[src/rtl/uart_tx_bridge.sv]
// rtl/uart_tx_bridge.sv - memory-mapped 4-byte FIFO feeding an 8N1 UART transmitter (UART_TX_PARITY_EN adds an even-parity bit)
module uart_tx_bridge #(
  parameter int          CLKS_PER_BIT = 8,
  parameter logic [11:0] IO_ADDR      = 12'hFFF
) (
  input  logic        clk,
  input  logic        rst,
  input  logic        m_we,
  input  logic [11:0] wr_addr,
  input  logic [31:0] wr_data,
  output logic        tx,
  output logic        busy,
  output logic        full,
  output logic        overflow,
  output logic [2:0]  count
);

  localparam logic [7:0] BAUD_LAST = 8'(CLKS_PER_BIT - 1);

`ifdef UART_TX_PARITY_EN
  typedef enum logic [2:0] {S_IDLE, S_START, S_DATA, S_PARITY, S_STOP} state_t;
`else
  typedef enum logic [2:0] {S_IDLE, S_START, S_DATA, S_STOP} state_t;
`endif

  state_t      state;
  logic [7:0]  mem [4];
  logic [1:0]  wr_ptr;
  logic [1:0]  rd_ptr;
  logic [7:0]  shift_reg;
  logic [7:0]  baud_cnt;
  logic [2:0]  bit_idx;

  logic push_req;
  logic push_ok;
  logic pop;
  logic baud_done;
  logic unused_bits;

  // Only the low byte of a store is transmitted.
  assign unused_bits = ^wr_data[31:8];

  // A push is judged against the occupancy before any same-edge pop.
  assign push_req  = m_we && (wr_addr == IO_ADDR);
  assign push_ok   = push_req && !full;
  assign pop       = (state == S_IDLE) && (count != 3'd0);
  assign baud_done = (baud_cnt == BAUD_LAST);

  assign full = (count == 3'd4);
  assign busy = (state != S_IDLE) || (count != 3'd0);

  // FIFO storage; contents need no reset because the pointers define validity.
  always_ff @(posedge clk) begin
    if (push_ok) mem[wr_ptr] <= wr_data[7:0];
  end

  // FIFO pointers, occupancy and the sticky overflow flag.
  always_ff @(posedge clk or posedge rst) begin
    if (rst) begin
      wr_ptr   <= 2'd0;
      rd_ptr   <= 2'd0;
      count    <= 3'd0;
      overflow <= 1'b0;
    end else begin
      if (push_ok)            wr_ptr   <= wr_ptr + 2'd1;
      if (push_req && full)   overflow <= 1'b1;
      if (pop)                rd_ptr   <= rd_ptr + 2'd1;
      case ({push_ok, pop})
        2'b10:   count <= count + 3'd1;
        2'b01:   count <= count - 3'd1;
        default: count <= count;
      endcase
    end
  end

  // Serializer FSM with a registered line output; each bit holds for CLKS_PER_BIT cycles.
  always_ff @(posedge clk or posedge rst) begin
    if (rst) begin
      state     <= S_IDLE;
      tx        <= 1'b1;
      shift_reg <= 8'd0;
      baud_cnt  <= 8'd0;
      bit_idx   <= 3'd0;
    end else begin
      case (state)
        S_IDLE: begin
          tx       <= 1'b1;
          baud_cnt <= 8'd0;
          bit_idx  <= 3'd0;
          if (pop) begin
            shift_reg <= mem[rd_ptr];
            state     <= S_START;
            tx        <= 1'b0;
          end
        end
        S_START: begin
          if (baud_done) begin
            baud_cnt <= 8'd0;
            bit_idx  <= 3'd0;
            tx       <= shift_reg[0];
            state    <= S_DATA;
          end else begin
            baud_cnt <= baud_cnt + 8'd1;
          end
        end
        S_DATA: begin
          if (baud_done) begin
            baud_cnt <= 8'd0;
            if (bit_idx == 3'd7) begin
`ifdef UART_TX_PARITY_EN
              tx    <= ^shift_reg;
              state <= S_PARITY;
`else
              tx    <= 1'b1;
              state <= S_STOP;
`endif
            end else begin
              bit_idx <= bit_idx + 3'd1;
              tx      <= shift_reg[bit_idx + 3'd1];
            end
          end else begin
            baud_cnt <= baud_cnt + 8'd1;
          end
        end
`ifdef UART_TX_PARITY_EN
        S_PARITY: begin
          if (baud_done) begin
            baud_cnt <= 8'd0;
            tx       <= 1'b1;
            state    <= S_STOP;
          end else begin
            baud_cnt <= baud_cnt + 8'd1;
          end
        end
`endif
        S_STOP: begin
          tx <= 1'b1;
          if (baud_done) begin
            baud_cnt <= 8'd0;
            state    <= S_IDLE;
          end else begin
            baud_cnt <= baud_cnt + 8'd1;
          end
        end
        default: begin
          tx       <= 1'b1;
          baud_cnt <= 8'd0;
          state    <= S_IDLE;
        end
      endcase
    end
  end

endmodule
[config.mk]
export PLATFORM = sky130hd
export DESIGN_NAME = uart_tx_bridge
export DESIGN_NICKNAME = d
export VERILOG_FILES = /design/src/rtl/uart_tx_bridge.sv
export SDC_FILE = /design/constraint.sdc
export NUM_CORES = 1
export LEC_CHECK = 0
export BUFFER_PORTS_ARGS = -buffer_cell sky130_fd_sc_hd__buf_2
export CORE_MARGIN = 2
export CORE_UTILIZATION = 29
export DETAILED_ROUTE_END_ITERATION = 16
export GPL_ROUTABILITY_DRIVEN = 0
export PLACE_DENSITY_LB_ADDON = 0.15
export SYNTH_ARGS = -nofsm -noshare
export SYNTH_HDL_FRONTEND = slang
export SYNTH_SLANG_ARGS = --single-unit
[constraint.sdc]
create_clock -name clk -period 6.27 [get_ports clk]
set_input_delay 0.3135 -clock clk [delete_from_list [all_inputs] [get_ports clk]]
set_output_delay 0.3135 -clock clk [all_outputs]
set_load 0.05 [all_outputs]
Yosys cells after proc, flatten, opt, wreduce, memory -nomap -nowiden
Memories as Yosys holds them, arrays and structs flattened. A register that Yosys moved wholly into a read port is not among the register bits.
Cells that the tools add are included.
{"block": "classes", "n_eq_ne": 15, "n_mul": 0, "n_addsub": 6, "n_mux": 21, "n_shift": 0, "n_lt_le_gt_ge": 1, "bitwise_logic": 0, "n_reduce_logical": 16, "div_mod_pow": 0}
{"cell": "2-to-1 mux 3 bit", "n": 7}
{"cell": "2-to-1 mux 8 bit", "n": 2}
{"cell": "equality test 12 bit, second input constant", "n": 1}
{"cell": "inequality test 2 bit, second input constant", "n": 6}
{"cell": "case mux 3 bit (4 select lines)", "n": 1}
{"cell": "case mux 3 bit (3 select lines)", "n": 1}
{"cell": "nonzero test 3 bit", "n": 3}
{"cell": "adder 8 x 1 -> 8 bit, second input constant", "n": 1}
{"cell": "equality test 8 x 3 -> 1 bit, second input constant", "n": 1}
{"cell": "2-to-1 mux 1 bit", "n": 7}
{"cell": "adder 3 x 1 -> 3 bit, second input constant", "n": 2}
{"cell": "equality test 3 x 2 -> 1 bit, second input constant", "n": 2}
{"cell": "equality test 3 bit, second input constant", "n": 2}
{"cell": "case mux 3 bit (2 select lines)", "n": 1}
{"cell": "AND reduction 5 bit", "n": 1}
{"cell": "adder 2 x 1 -> 2 bit, second input constant", "n": 2}
{"cell": "logical AND 1 bit", "n": 4}
{"cell": "less-than comparator 3 x 4 -> 1 bit, second input constant", "n": 1}
{"cell": "AND reduction 2 bit", "n": 2}
{"cell": "AND reduction 4 bit", "n": 1}
{"cell": "binary-select mux 1 bit (select 3 bit)", "n": 1}
{"cell": "equality test 3 x 1 -> 1 bit, second input constant", "n": 1}
{"cell": "logical NOT 3 bit", "n": 1}
{"cell": "case mux 1 bit (3 select lines)", "n": 1}
{"cell": "other kinds (7)", "n": 7}
{"block": "word_totals", "mem_bits_ro": 0, "ram_bits": 32, "inputBits": 47, "elab_cells": 68, "latch_bits": 0, "reg_bits": 23, "out_inout_bits": 7, "memories": 1}
{"memory": "mem", "depth": 4, "word_bits": 8, "read_ports": 1, "rd_ports_with_merged_regs": 1, "wr": 1, "line_no": "27", "source": "logic [7:0] mem [4];"}

Depth between registers and ports, before layout
Gate-level depths: netlist of the first run.
{"block": "logic_depth", "ltp_word": 6, "ltp_mapped": 10, "ltp_nobuf": 10}

Worst setup path before layout of the first run
OpenSTA, ideal clock, no wires.
{"block": "synth_timing", "path_kind": "register to register", "from": "register count[0]", "to": "register count[2]", "required_time_ns": 6.188, "path_stages_with_launch": 11, "period_less_slack_ns": 2.590, "arrival_time_ns": 2.508, "slack_ns": 3.680, "setup_ns": 0.082, "path_buffers": 0, "path_cell_list": "dfrtp_1 -> inv_1 -> and3_1 -> nor2b_1 -> inv_1 -> ha_1 -> inv_1 -> fa_1 -> xor2_1 -> nor2_1 -> xor2_1"}
{"block": "synth_via", "elab_chain_len": 5, "elab_cells_between_ends": 11, "classes_between": "add/sub (2); eq/ne (3); mux (1); reduce/logical (5)"}
{"element": "from (decl)", "line_no": "15", "source": "output logic [2:0] count"}
{"element": "from (signal assigned)", "line_no": "69", "source": "2'b10: count <= count + 3'd1;"}
{"element": "from (signal assigned)", "line_no": "70", "source": "2'b01: count <= count - 3'd1;"}
{"element": "from (signal assigned)", "line_no": "71", "source": "default: count <= count;"}
{"element": "equality test 3 bit (*)", "line_no": "49", "source": "assign full = (count == 3'd4);"}
{"element": "net full", "line_no": "13", "source": "output logic full,"}
{"element": "logical NOT 1 bit (*)", "line_no": "45", "source": "assign push_ok = push_req && !full;"}
{"element": "logical AND 1 bit (*)", "line_no": "45"}
{"element": "equality test 2 x 1 -> 1 bit or equality test 2 bit (tied branches)", "line_no": "68", "source": "case ({push_ok, pop})"}
{"element": "case mux 3 bit (2 select lines) or nonzero test 2 bit (tied branches)"}
Mark *: on every way through the listed nets, which the timed path passes. The rest lies on a longest branch.
A chain may end at the register's enable or synchronous reset.

Worst setup path in the final report of the first run
{"block": "layout_timing", "from": "register state[0]", "to": "register count[2]"}
{"block": "layout_via", "elab_chain_len": 4, "elab_cells_between_ends": 6, "classes_between": "eq/ne (2); mux (1); reduce/logical (3)"}
{"element": "from (decl)", "line_no": "26", "source": "state_t state;"}
{"element": "from (signal assigned)", "line_no": "79", "source": "state <= S_IDLE;"}
{"element": "from (signal assigned)", "line_no": "92", "source": "state <= S_START;"}
{"element": "from (signal assigned)", "line_no": "101", "source": "state <= S_DATA;"}
{"element": "logical NOT 3 bit (*)", "line_no": "46", "source": "assign pop = (state == S_IDLE) && (count != 3'd0);"}
{"element": "logical AND 1 bit (*)", "line_no": "46"}
{"element": "net pop", "line_no": "36", "source": "logic pop;"}
{"element": "equality test 2 x 1 -> 1 bit or equality test 2 bit (tied branches)", "line_no": "68"}
{"element": "case mux 3 bit (2 select lines) or nonzero test 2 bit (tied branches)"}
Marks and branches as above.

==> results of run 1 <==
==> metrics by stage <==
stage | total power [uW] | setup WS [ns] | hold WS [ns] | instances | utilization (%)
after detailed placement | 1090 | 3.95 | 0.422 | 342 | 33.4
after CTS | 1450 | 4.01 | 0.0451 | 358 | 35.5
after floorplan | 979 | 3.68 | 0.404 | 187 | -
after global placement | 1080 | 3.94 | 0.426 | 342 | 33.4
after global routing | 1520 | 3.86 | 0.0593 | 358 | 35.5
final | 1410 | 4.05 | 0.0325 | 358 | 35.5
==> power groups by stage <==
| stage | clock network (uW) | logic, uW | registers, uW |
|---|---|---|---|
| 6_report | 352 | 478 | 585 |
| 5_1_grt | 386 | 534 | 602 |
| 4_1_cts | 366 | 490 | 590 |
| 3_5_place_dp | 0 | 489 | 598 |
| 3_3_place_gp | 0 | 486 | 598 |
| 2_1_floorplan | 0 | 386 | 594 |
==> worst min path at each step <==
stage	start	to	slack [ns]
after detailed placement	rst	count[2]	0.42
after CTS	rst	count[0]	0.05
final	rst	count[0]	0.03
after global routing	rst	count[0]	0.06
after floorplan	rst	baud_cnt[0]	0.40
after global placement	rst	count[0]	0.43
==> per-layer routing <==
metal	vias to the layer above	part of all wire, %
met5	-	0
met4	0	1.6
met3	8	2.9
met2	15	48
met1	764	48
li1	758	-
==> worst max-delay path, delay by kind of cell (launching register included) <==
kind | cells | cell delay, ns
xor+xnor | 2 | 0.30
fa+ha+maj | 3 | 0.83
buf+inv | 3 | 0.39
flops | 1 | 0.41
simple gates | 2 | 0.23
==> final cells by class <==
| cell class | instances | area [sq um] | share of cell area [%] |
|---|---|---|---|
| Tap cell | 129 | 161 | 4.87 |
| Sequential cell | 62 | 1710 | 51.7 |
| Clock buffer | 9 | 124 | 3.74 |
| Inverter | 12 | 45.0 | 1.36 |
| Multi-Input combinational cell | 109 | 1040 | 31.5 |
| Clock inverter | 7 | 73.8 | 2.23 |
| Timing Repair Buffer | 30 | 153 | 4.61 |
==> synthesized netlist by cell type, types with 4 or more instances <==
cell,count
xnor2_1,5
nand3_1,7
ha_1,13
nor3_1,4
edfxtp_1,32
mux2i_1,5
mux4_2,9
xor2_1,8
nand2_1,5
mux2_2,9
and2_1,4
nor2_1,11
dfrtp_1,29
inv_1,11
==> kinds of logic (layout without fill, tap and decap cells) <==
| family | after synthesis | after routing |
|---|---|---|
| AO/OA/AOI/OAI | 12 | 12 |
| XOR/XNOR | 13 | 13 |
| adder cells (fa/ha/maj) | 14 | 14 |
| buffers and inverters | 16 | 58 |
| flip-flops | 62 | 62 |
| multiplexers | 24 | 24 |
| AND/OR/NAND/NOR | 46 | 46 |
==> results.py, run 1 <==
metrics = {
    "min_path": {
        "hold_class": "in -> async",
    },
    "placed_design": {
        "hpwlAfterDp_um": 3400,
        "port_buffers": 29,
        "place_area_sq_mm": 0.00311,
    },
    "run": {
        "drv_cap": 0,
    },
    "power_and_ir_drop": {
        "p_sw_share_pct": 34.9,
        "pwr_density_cell_mw_per_mm2": 427,
        "ir_drop_v": 0.000159,
        "p_seq_share_pct": 41.4,
        "p_comb_share_pct": 33.8,
        "cellLeakagePower_uw": 0.00135,
        "clock_power_share_pct": 24.9,
        "p_sw_uw": 494,
        "p_int_uw": 921,
    },
    "timing": {
        "slew_headroom_pct": 59.7,
        "worst_pin_slew_ns": 0.605,
        "clock_skew_ns": 0.00677,
        "fin_crit_sh_pct": 35.5,
        "setup_viol": 0,
        "timing.fmax_ghz": 0.449,
        "setup_tns_ns": 0,
        "finalCriticalPeriod_ns": 2.22,
        "hold_viol_final": 0,
        "rsz0062_at_grt": "no",
        "drv_slew": 0,
    },
    "yosys": {
        "synth-simple-area-share_pct": 9.81,
        "ys_seq_elements": 62,
        "synthXorXnorAreaFrac_pct": 4.04,
        "synth.distinct_cells": 42,
        "synth_edf_count": 32,
        "synthArstFlopShare_pct": 48.4,
        "synth_compound_area_share_pct": 3.55,
        "ys.flop_type": "edfxtp_1",
        "muxShareOfSynthArea_pct": 13.1,
        "synth_cells": 187,
        "synth_top_cell_by_area": "edfxtp_1",
        "synth_top_family_by_area": "multiplexers",
        "yosys.area_share.adder_pct": 6.48,
        "syn_avg_cell_area_sq_um": 15.1,
        "synth_area_leaders": "edfxtp_1 (34%), dfrtp_1 (26%), mux4_2 (7.2%), ha_1 (5.8%), mux2_2 (3.6%)",
        "yosysSeqAreaShare_pct": 60.8,
        "synth_area_sq_mm": 0.00282,
        "synth_nets": 248,
        "synth_top_area_share_pct": 34.1,
        "ys_warn_count": 0,
    },
    "critical_path": {
        "critPathLaunchType": "register",
        "r2r-start": "state[0]",
        "worstSetupPathType": "reg -> reg",
        "crit_end": "count[2]",
        "crit_path_top_delay_cell": "dfrtp_1",
        "cp-startpoint": "state[0]",
        "cp_cell_sequence": "inv_1 -> ha_1 -> nand2b_1 -> inv_2 -> ha_1 -> inv_1 -> fa_1 -> xor2_1 -> nor2_1 -> xor2_1",
        "arrival_ns": 2.48,
        "worstPathRequired_ns": 6.53,
        "reg2reg_to": "count[2]",
        "cp_slowest_stage_delay_ns": 0.41,
        "cp_max_fo": 10,
        "rrSetupSlack_ns": 4.05,
        "reg2reg_depth": 10,
        "end_kind": "register",
    },
    "cells_and_area": {
        "diodes": 0,
        "final_cell_mix": "edfxtp_1 (32), dfrtp_1 (29), buf_2 (29)",
        "largest_reg_flops": 32,
        "drive_gt1_share_pct": 31.4,
        "final_common_cell": "edfxtp_1",
        "layout.nets": 285,
        "area_growth_pct": 17.5,
        "fillerInstances": 942,
        "fin_area_sq_mm": 0.00331,
    },
    "grt": {
        "met2_usage_pct": 15.6,
        "antenna_found_initial": 0,
        "grt-busiest-layer": "met2",
        "grt_use_total_pct": 10.4,
        "overflow": 0,
        "use_met1_pct": 13.9,
        "grt_pass1_vias": 1592,
        "grt_pass1_wl_um": 8070,
        "grt_max_degree": 31,
        "use_met3_pct": 3.46,
    },
    "drt": {
        "vias": 1545,
        "wirelength_um": 4880,
        "drt.antenna.violating_nets": 0,
        "vias_per_cell": 4.32,
        "drc_errors": 0,
        "dr.pass1.iters": 4,
        "drtIter0Drc": 54,
        "avgRoutedWirePerCell_um": 13.6,
    },
    "cts": {
        "clk_path_buf_depth": 2,
        "cts-root-buf": "clkbuf_8",
        "htreeDepth": 3,
        "post_cts_resized": 0,
        "insertion_delay_ns": 0.34,
        "cts_setup_buffers": 0,
        "clk_pin_slew_ns": 0.08,
        "clock-sinks": 62,
        "hold_buffers": 0,
        "cts_tree": "built",
        "cts_buffers": 9,
    },
    "floorplan": {
        "core.rowCount": 35,
        "die_w_um": 103,
        "ioPinCount": 54,
        "initial_core_util_pct": 30.2,
        "coreArea_sq_mm": 0.00933,
        "fp.dieH_um": 103,
        "die-area_sq_mm": 0.0105,
    },
    "status": {
        "status": "complete, no violations",
    },
}
No activity file was read; power rests on OpenSTA's default activity.
==> run 2: changes to the inputs <==
ABC_AREA = 1   (was unset)
clock period = 1.78 ns   (was 6.27 ns; I/O delays follow)
==> results.py, run 2 <==
metrics = {
    "cells_and_area": {
        "multi_input_area_sq_mm": 0.00106,
        "final_cell_mix": "nor2_1 (56), nand2_1 (42), edfxtp_1 (32)",
        "diodes": 0,
        "final_common_cell": "nor2_1",
        "fin_area_sq_mm": 0.00365,
        "seqCellArea_sq_mm": 0.00172,
        "largest_reg_flops": 32,
        "layout.nets": 412,
        "drive_gt1_share_pct": 26.1,
        "fillerInstances": 998,
        "area_growth_pct": 25.8,
    },
    "floorplan": {
        "fp.dieH_um": 104,
        "die_w_um": 104,
        "initial_core_util_pct": 29.8,
        "core.rowCount": 36,
        "ioPinCount": 54,
        "die-area_sq_mm": 0.0108,
        "coreArea_sq_mm": 0.00973,
    },
    "grt": {
        "grt_max_degree": 31,
        "overflow": 0,
        "met2_usage_pct": 19.4,
        "use_met1_pct": 14.6,
        "grt_use_total_pct": 11.9,
        "grt_pass1_vias": 2164,
        "use_met3_pct": 4.20,
        "antenna_found_initial": 0,
        "grt_pass1_wl_um": 10100,
        "grt-busiest-layer": "met2",
    },
    "min_path": {
        "hold_class": "in -> reg",
    },
    "yosys": {
        "ys_warn_count": 0,
        "synth_nets": 346,
        "synth-simple-area-share_pct": 18.6,
        "synth_compound_area_share_pct": 8.46,
        "synth.distinct_cells": 35,
        "synth_edf_count": 32,
        "synth_most_common_cell": "nor2_1",
        "yosysSeqAreaShare_pct": 59.1,
        "synthXorXnorAreaFrac_pct": 1.47,
        "synth_top_family_by_area": "simple AND/OR/NAND/NOR gates",
        "yosys.area_share.adder_pct": 6.30,
        "synthArstFlopShare_pct": 48.4,
        "synth_top_cell_by_area": "edfxtp_1",
        "synth_top_area_share_pct": 33.1,
        "synth_area_leaders": "edfxtp_1 (33%), dfrtp_1 (25%), nor2_1 (7.3%), ha_1 (5.6%), nand2_1 (5.4%)",
        "synth_area_sq_mm": 0.00290,
        "synth_cells": 285,
        "synth_commonest_cells": "nor2_1 (56), nand2_1 (42), edfxtp_1 (32)",
        "ys_seq_elements": 62,
        "ys.flop_type": "edfxtp_1",
        "syn_avg_cell_area_sq_um": 10.2,
        "muxShareOfSynthArea_pct": 0,
    },
    "timing": {
        "setup_viol": 1,
        "clock_skew_ns": 0.00777,
        "timing.fmax_ghz": 0.558,
        "drv_slew": 0,
        "finalCriticalPeriod_ns": 1.79,
        "setup_ws_ns": -0.0130,
        "slew_headroom_pct": 73.1,
        "worst_pin_slew_ns": 0.404,
        "hold_viol_final": 0,
        "fin_crit_sh_pct": 101,
        "rsz0062_at_grt": "yes",
        "fin_hold_ws_ns": 0.234,
        "setup_tns_ns": -0.0130,
    },
    "drt": {
        "drtIter0Drc": 85,
        "avgRoutedWirePerCell_um": 11.9,
        "vias_per_cell": 4.26,
        "drc_errors": 0,
        "dr.pass1.iters": 4,
        "drt.antenna.violating_nets": 0,
        "wirelength_um": 5800,
        "vias": 2085,
    },
    "critical_path": {
        "critPathLaunchType": "register",
        "worstSetupPathType": "reg -> reg",
        "cp_max_fo": 2,
        "worstPathRequired_ns": 2.01,
        "end_kind": "register",
        "arrival_ns": 2.02,
    },
    "power_and_ir_drop": {
        "p_sw_uw": 625,
        "p_seq_share_pct": 56.5,
        "pwr_density_cell_mw_per_mm2": 734,
        "finalPower_uw": 2680,
        "p_comb_share_pct": 2.6,
        "clock_power_share_pct": 41.0,
        "p_int_uw": 2050,
        "cellLeakagePower_uw": 0.00158,
        "ir_drop_v": 0.000443,
        "p_sw_share_pct": 23.4,
    },
    "run": {
        "drv_cap": 0,
    },
    "placed_design": {
        "port_buffers": 29,
        "hpwlAfterDp_um": 3970,
        "place_area_sq_mm": 0.00335,
    },
    "status": {
        "violations": "negative setup slack",
        "status": "complete, but fails checks",
    },
    "cts": {
        "htreeDepth": 3,
        "cts_tree": "built",
        "clock-sinks": 62,
        "insertion_delay_ns": 0.34,
        "cts-root-buf": "clkbuf_8",
        "cts_buffers": 9,
        "clk_pin_slew_ns": 0.07,
        "clk_path_buf_depth": 2,
    },
}
## run 2: cell types whose count changed after synthesis, moves of 9 or more
cell,delta
mux2_2,-9
nor2_1,+45
nand2_1,+37
inv_1,+15
mux4_2,-9
o21ai_0,+20
## run 2: worst paths after layout
path	start	endpoint	slack, ns	depth (start not counted)
hold / removal	wr_addr[0]	wr_ptr[0]	0.23	6
max in group asynchronous	rst	tx	1.08	4
setup / recovery	state[0]	count[2]	-0.01	10
hold reg to reg	baud_cnt[0]	baud_cnt[0]	0.46	1
setup reg to reg	state[0]	count[2]	-0.01	10
min in group asynchronous	rst	baud_cnt[0]	0.37	4
## run 2: through the flow
stage	cells	setup slack [ns]	utilization, %
after floorplan	285	-0.548	-
after global placement	462	-0.0696	34.5
after detailed placement	462	-0.123	34.5
after CTS	488	-0.0562	37.3
after global routing	489	-0.109	37.5
final	489	-0.0130	37.5
## run 2: what timing repair did
item | in CTS | in global routing
cloned | 0 | 0
hold buffers | 9 | 0
buffers inserted | 1 | 1
gates resized for setup | 3 | 3
endpoints found under the hold margin | 61 | 0
pin swaps | 3 | 0
endpoints found under the setup margin | 2 | 2
## run 2: power by group through the flow
stage                     Combinational (uW)  Clock, uW  Sequential (uW)
final                                   68.3       1100             1510
after global routing                    79.9       1200             1510
after CTS                               70.8       1150             1510
after detailed placement                55.6          0             1540
after global placement                  55.1          0             1540
after floorplan                         15.1          0             1540
## run 2: layout make-up
class	instances	share of cell area, %
Clock buffer	9	3.40
Clock inverter	7	1.34
Timing Repair Buffer	60	11.0
Tap cell	133	4.56
Inverter	32	3.64
Multi-Input combinational cell	186	29.0
Sequential cell	62	47.1
## run 2: cells by family after synthesis
group	Yosys count
compound gates	42
xor+xnor	4
fa+ha+maj	14
buf+inv	37
flops	62
simple gates	126
## run 2: per-layer routing
layer  wire [um]  share of wire, %
met5           0                 0
met4         127               2.2
met3         216               3.7
met2        2740                47
met1        2720                47
## run 2: critical path: stages (launching register included)
cell,delay (ns)
dfrtp_1,0.39
inv_2,0.08
ha_4,0.13
inv_2,0.04
a31oi_4,0.17
ha_4,0.15
inv_2,0.04
fa_2,0.34
a21oi_2,0.11
o21ai_1,0.08
xor2_1,0.14
==> run 3: changes to the inputs <==
CORE_MARGIN = unset   (was 2)
CORE_UTILIZATION = 50   (was 29)
==> results.py, run 3 (synthesis gave the netlist of run 2 again) <==
metrics = {
    "drt": {
        "avgRoutedWirePerCell_um": 12.5,
        "drc_errors": 0,
        "drtIter0Drc": 105,
        "vias_per_cell": 4.87,
        "dr.pass1.iters": 4,
        "drt.antenna.violating_nets": 0,
        "wirelength_um": 5310,
        "vias": 2074,
    },
    "cts": {
        "clk_path_buf_depth": 2,
        "cts_tree": "built",
        "clock-sinks": 62,
        "cts_buffers": 9,
        "clk_pin_slew_ns": 0.07,
        "htreeDepth": 3,
        "cts-root-buf": "clkbuf_8",
        "insertion_delay_ns": 0.33,
    },
    "critical_path": {
        "arrival_ns": 2.03,
        "cp_max_fo": 2,
        "r2r-start": "state[0]",
        "end_kind": "register",
        "critPathLaunchType": "register",
        "cp-startpoint": "state[0]",
        "worstPathRequired_ns": 2.00,
        "worstSetupPathType": "reg -> reg",
    },
    "cells_and_area": {
        "fin_cells": 426,
        "final_cell_mix": "nor2_1 (56), nand2_1 (42), edfxtp_1 (32)",
        "largest_reg_flops": 32,
        "diodes": 0,
        "drive_gt1_share_pct": 26.0,
        "area_growth_pct": 22.7,
        "fillerInstances": 479,
        "layout.nets": 410,
        "final_common_cell": "nor2_1",
    },
    "grt": {
        "grt_pass1_vias": 1974,
        "overflow": 0,
        "grt_max_degree": 31,
        "antenna_found_initial": 0,
        "grt_pass1_wl_um": 8920,
        "grt_use_total_pct": 19.6,
    },
    "power_and_ir_drop": {
        "cellLeakagePower_uw": 0.00158,
        "ir_drop_v": 0.000701,
        "pwr_density_cell_mw_per_mm2": 746,
    },
    "timing": {
        "timing.fmax_ghz": 0.550,
        "clock_skew_ns": 0.00759,
        "hold_viol_final": 0,
        "worst_pin_slew_ns": 0.386,
        "rsz0062_at_grt": "yes",
        "fin_crit_sh_pct": 102,
        "setup_viol": 1,
        "slew_headroom_pct": 74.3,
        "setup_ws_ns": -0.0372,
        "setup_tns_ns": -0.0372,
        "drv_slew": 0,
        "finalCriticalPeriod_ns": 1.82,
    },
    "status": {
        "status": "complete, but fails checks",
        "violations": "negative setup slack",
    },
    "floorplan": {
        "fp.dieH_um": 78.1,
        "ioPinCount": 54,
        "initial_core_util_pct": 52.3,
        "die_w_um": 78.1,
        "core.rowCount": 27,
        "die-area_sq_mm": 0.00611,
        "coreArea_sq_mm": 0.00554,
    },
    "placed_design": {
        "hpwlAfterDp_um": 3620,
        "dpl.cell_count": 400,
        "port_buffers": 29,
    },
    "min_path": {
        "hp-start": "wr_addr[0]",
        "hold_class": "in -> reg",
    },
    "run": {
        "drv_cap": 0,
    },
}
run 3: changes by cell type in the layout (fill, tap and decap cells not counted), sizes merged:
cell / change
buf: -2
clkinv: +1
inv: -1
run 3: through the flow:
stage,hold WS [ns],utilization (%),power (uW),cell area (sq um),setup WS [ns]
finish,0.243,64.2,2650,3560,-0.0372
global route,0.295,64.2,2740,3560,-0.0902
CTS,0.244,64.2,2680,3560,-0.0169
detailed placement,0.185,59.0,1590,3270,-0.117
global placement,0.187,59.0,1590,3270,-0.0555
floorplan,0.179,-,1560,2940,-0.548
run 3: per-layer routing:
metal,part of all wire [%],track usage (%),vias up,wire [um]
met5,0,0,-,0
met2,50,32.5,24,2630
met4,1.5,8.89,0,80
li1,-,-,1076,-
met3,2.1,4.30,5,112
met1,47,24.6,969,2480
run 3: worst paths after layout:
kind / to / slack [ns] / depth (start not counted)
worst max-delay path: count[2] / -0.04 / 10
worst min-delay path: wr_ptr[0] / 0.24 / 6
worst max register to register: count[2] / -0.04 / 10
worst min register to register: overflow / 0.46 / 1
max in group asynchronous: tx / 1.08 / 4
min in group asynchronous: overflow / 0.37 / 4
run 3: power by group:
part | total [uW] | switching [uW] | internal [uW] | leakage, uW
clock network | 1080 | 570 | 506 | 0.0000832
registers | 1510 | 1.04 | 1510 | 0.000652
logic | 67.3 | 33.1 | 34.1 | 0.000843
run 3: final cells by class:
cell class,count,area (sq um),share of cell area [%]
Inverter,32,135,3.80
Multi-Input combinational cell,186,1060,29.7
Timing Repair Buffer,58,385,10.8
Sequential cell,62,1720,48.2
Clock buffer,9,124,3.48
Tap cell,72,90.1,2.53
Clock inverter,7,50.0,1.41
run 3: timing repair:
| item | in CTS | in global routing |
|---|---|---|
| endpoints found under the hold margin | 61 | 0 |
| hold buffers | 9 | 0 |
| pin swaps | 2 | 1 |
| setup endpoints to repair | 2 | 1 |
| gates resized for setup | 6 | 1 |
| setup buffers | 1 | 0 |
run 3: worst max-delay path: stages, from the launching register on:
cell,delay (ns)
dfrtp_1,0.39
inv_2,0.09
ha_4,0.15
inv_4,0.04
a31oi_4,0.16
ha_4,0.15
inv_2,0.03
fa_2,0.34
a21oi_2,0.12
o21ai_1,0.08
xor2_1,0.14
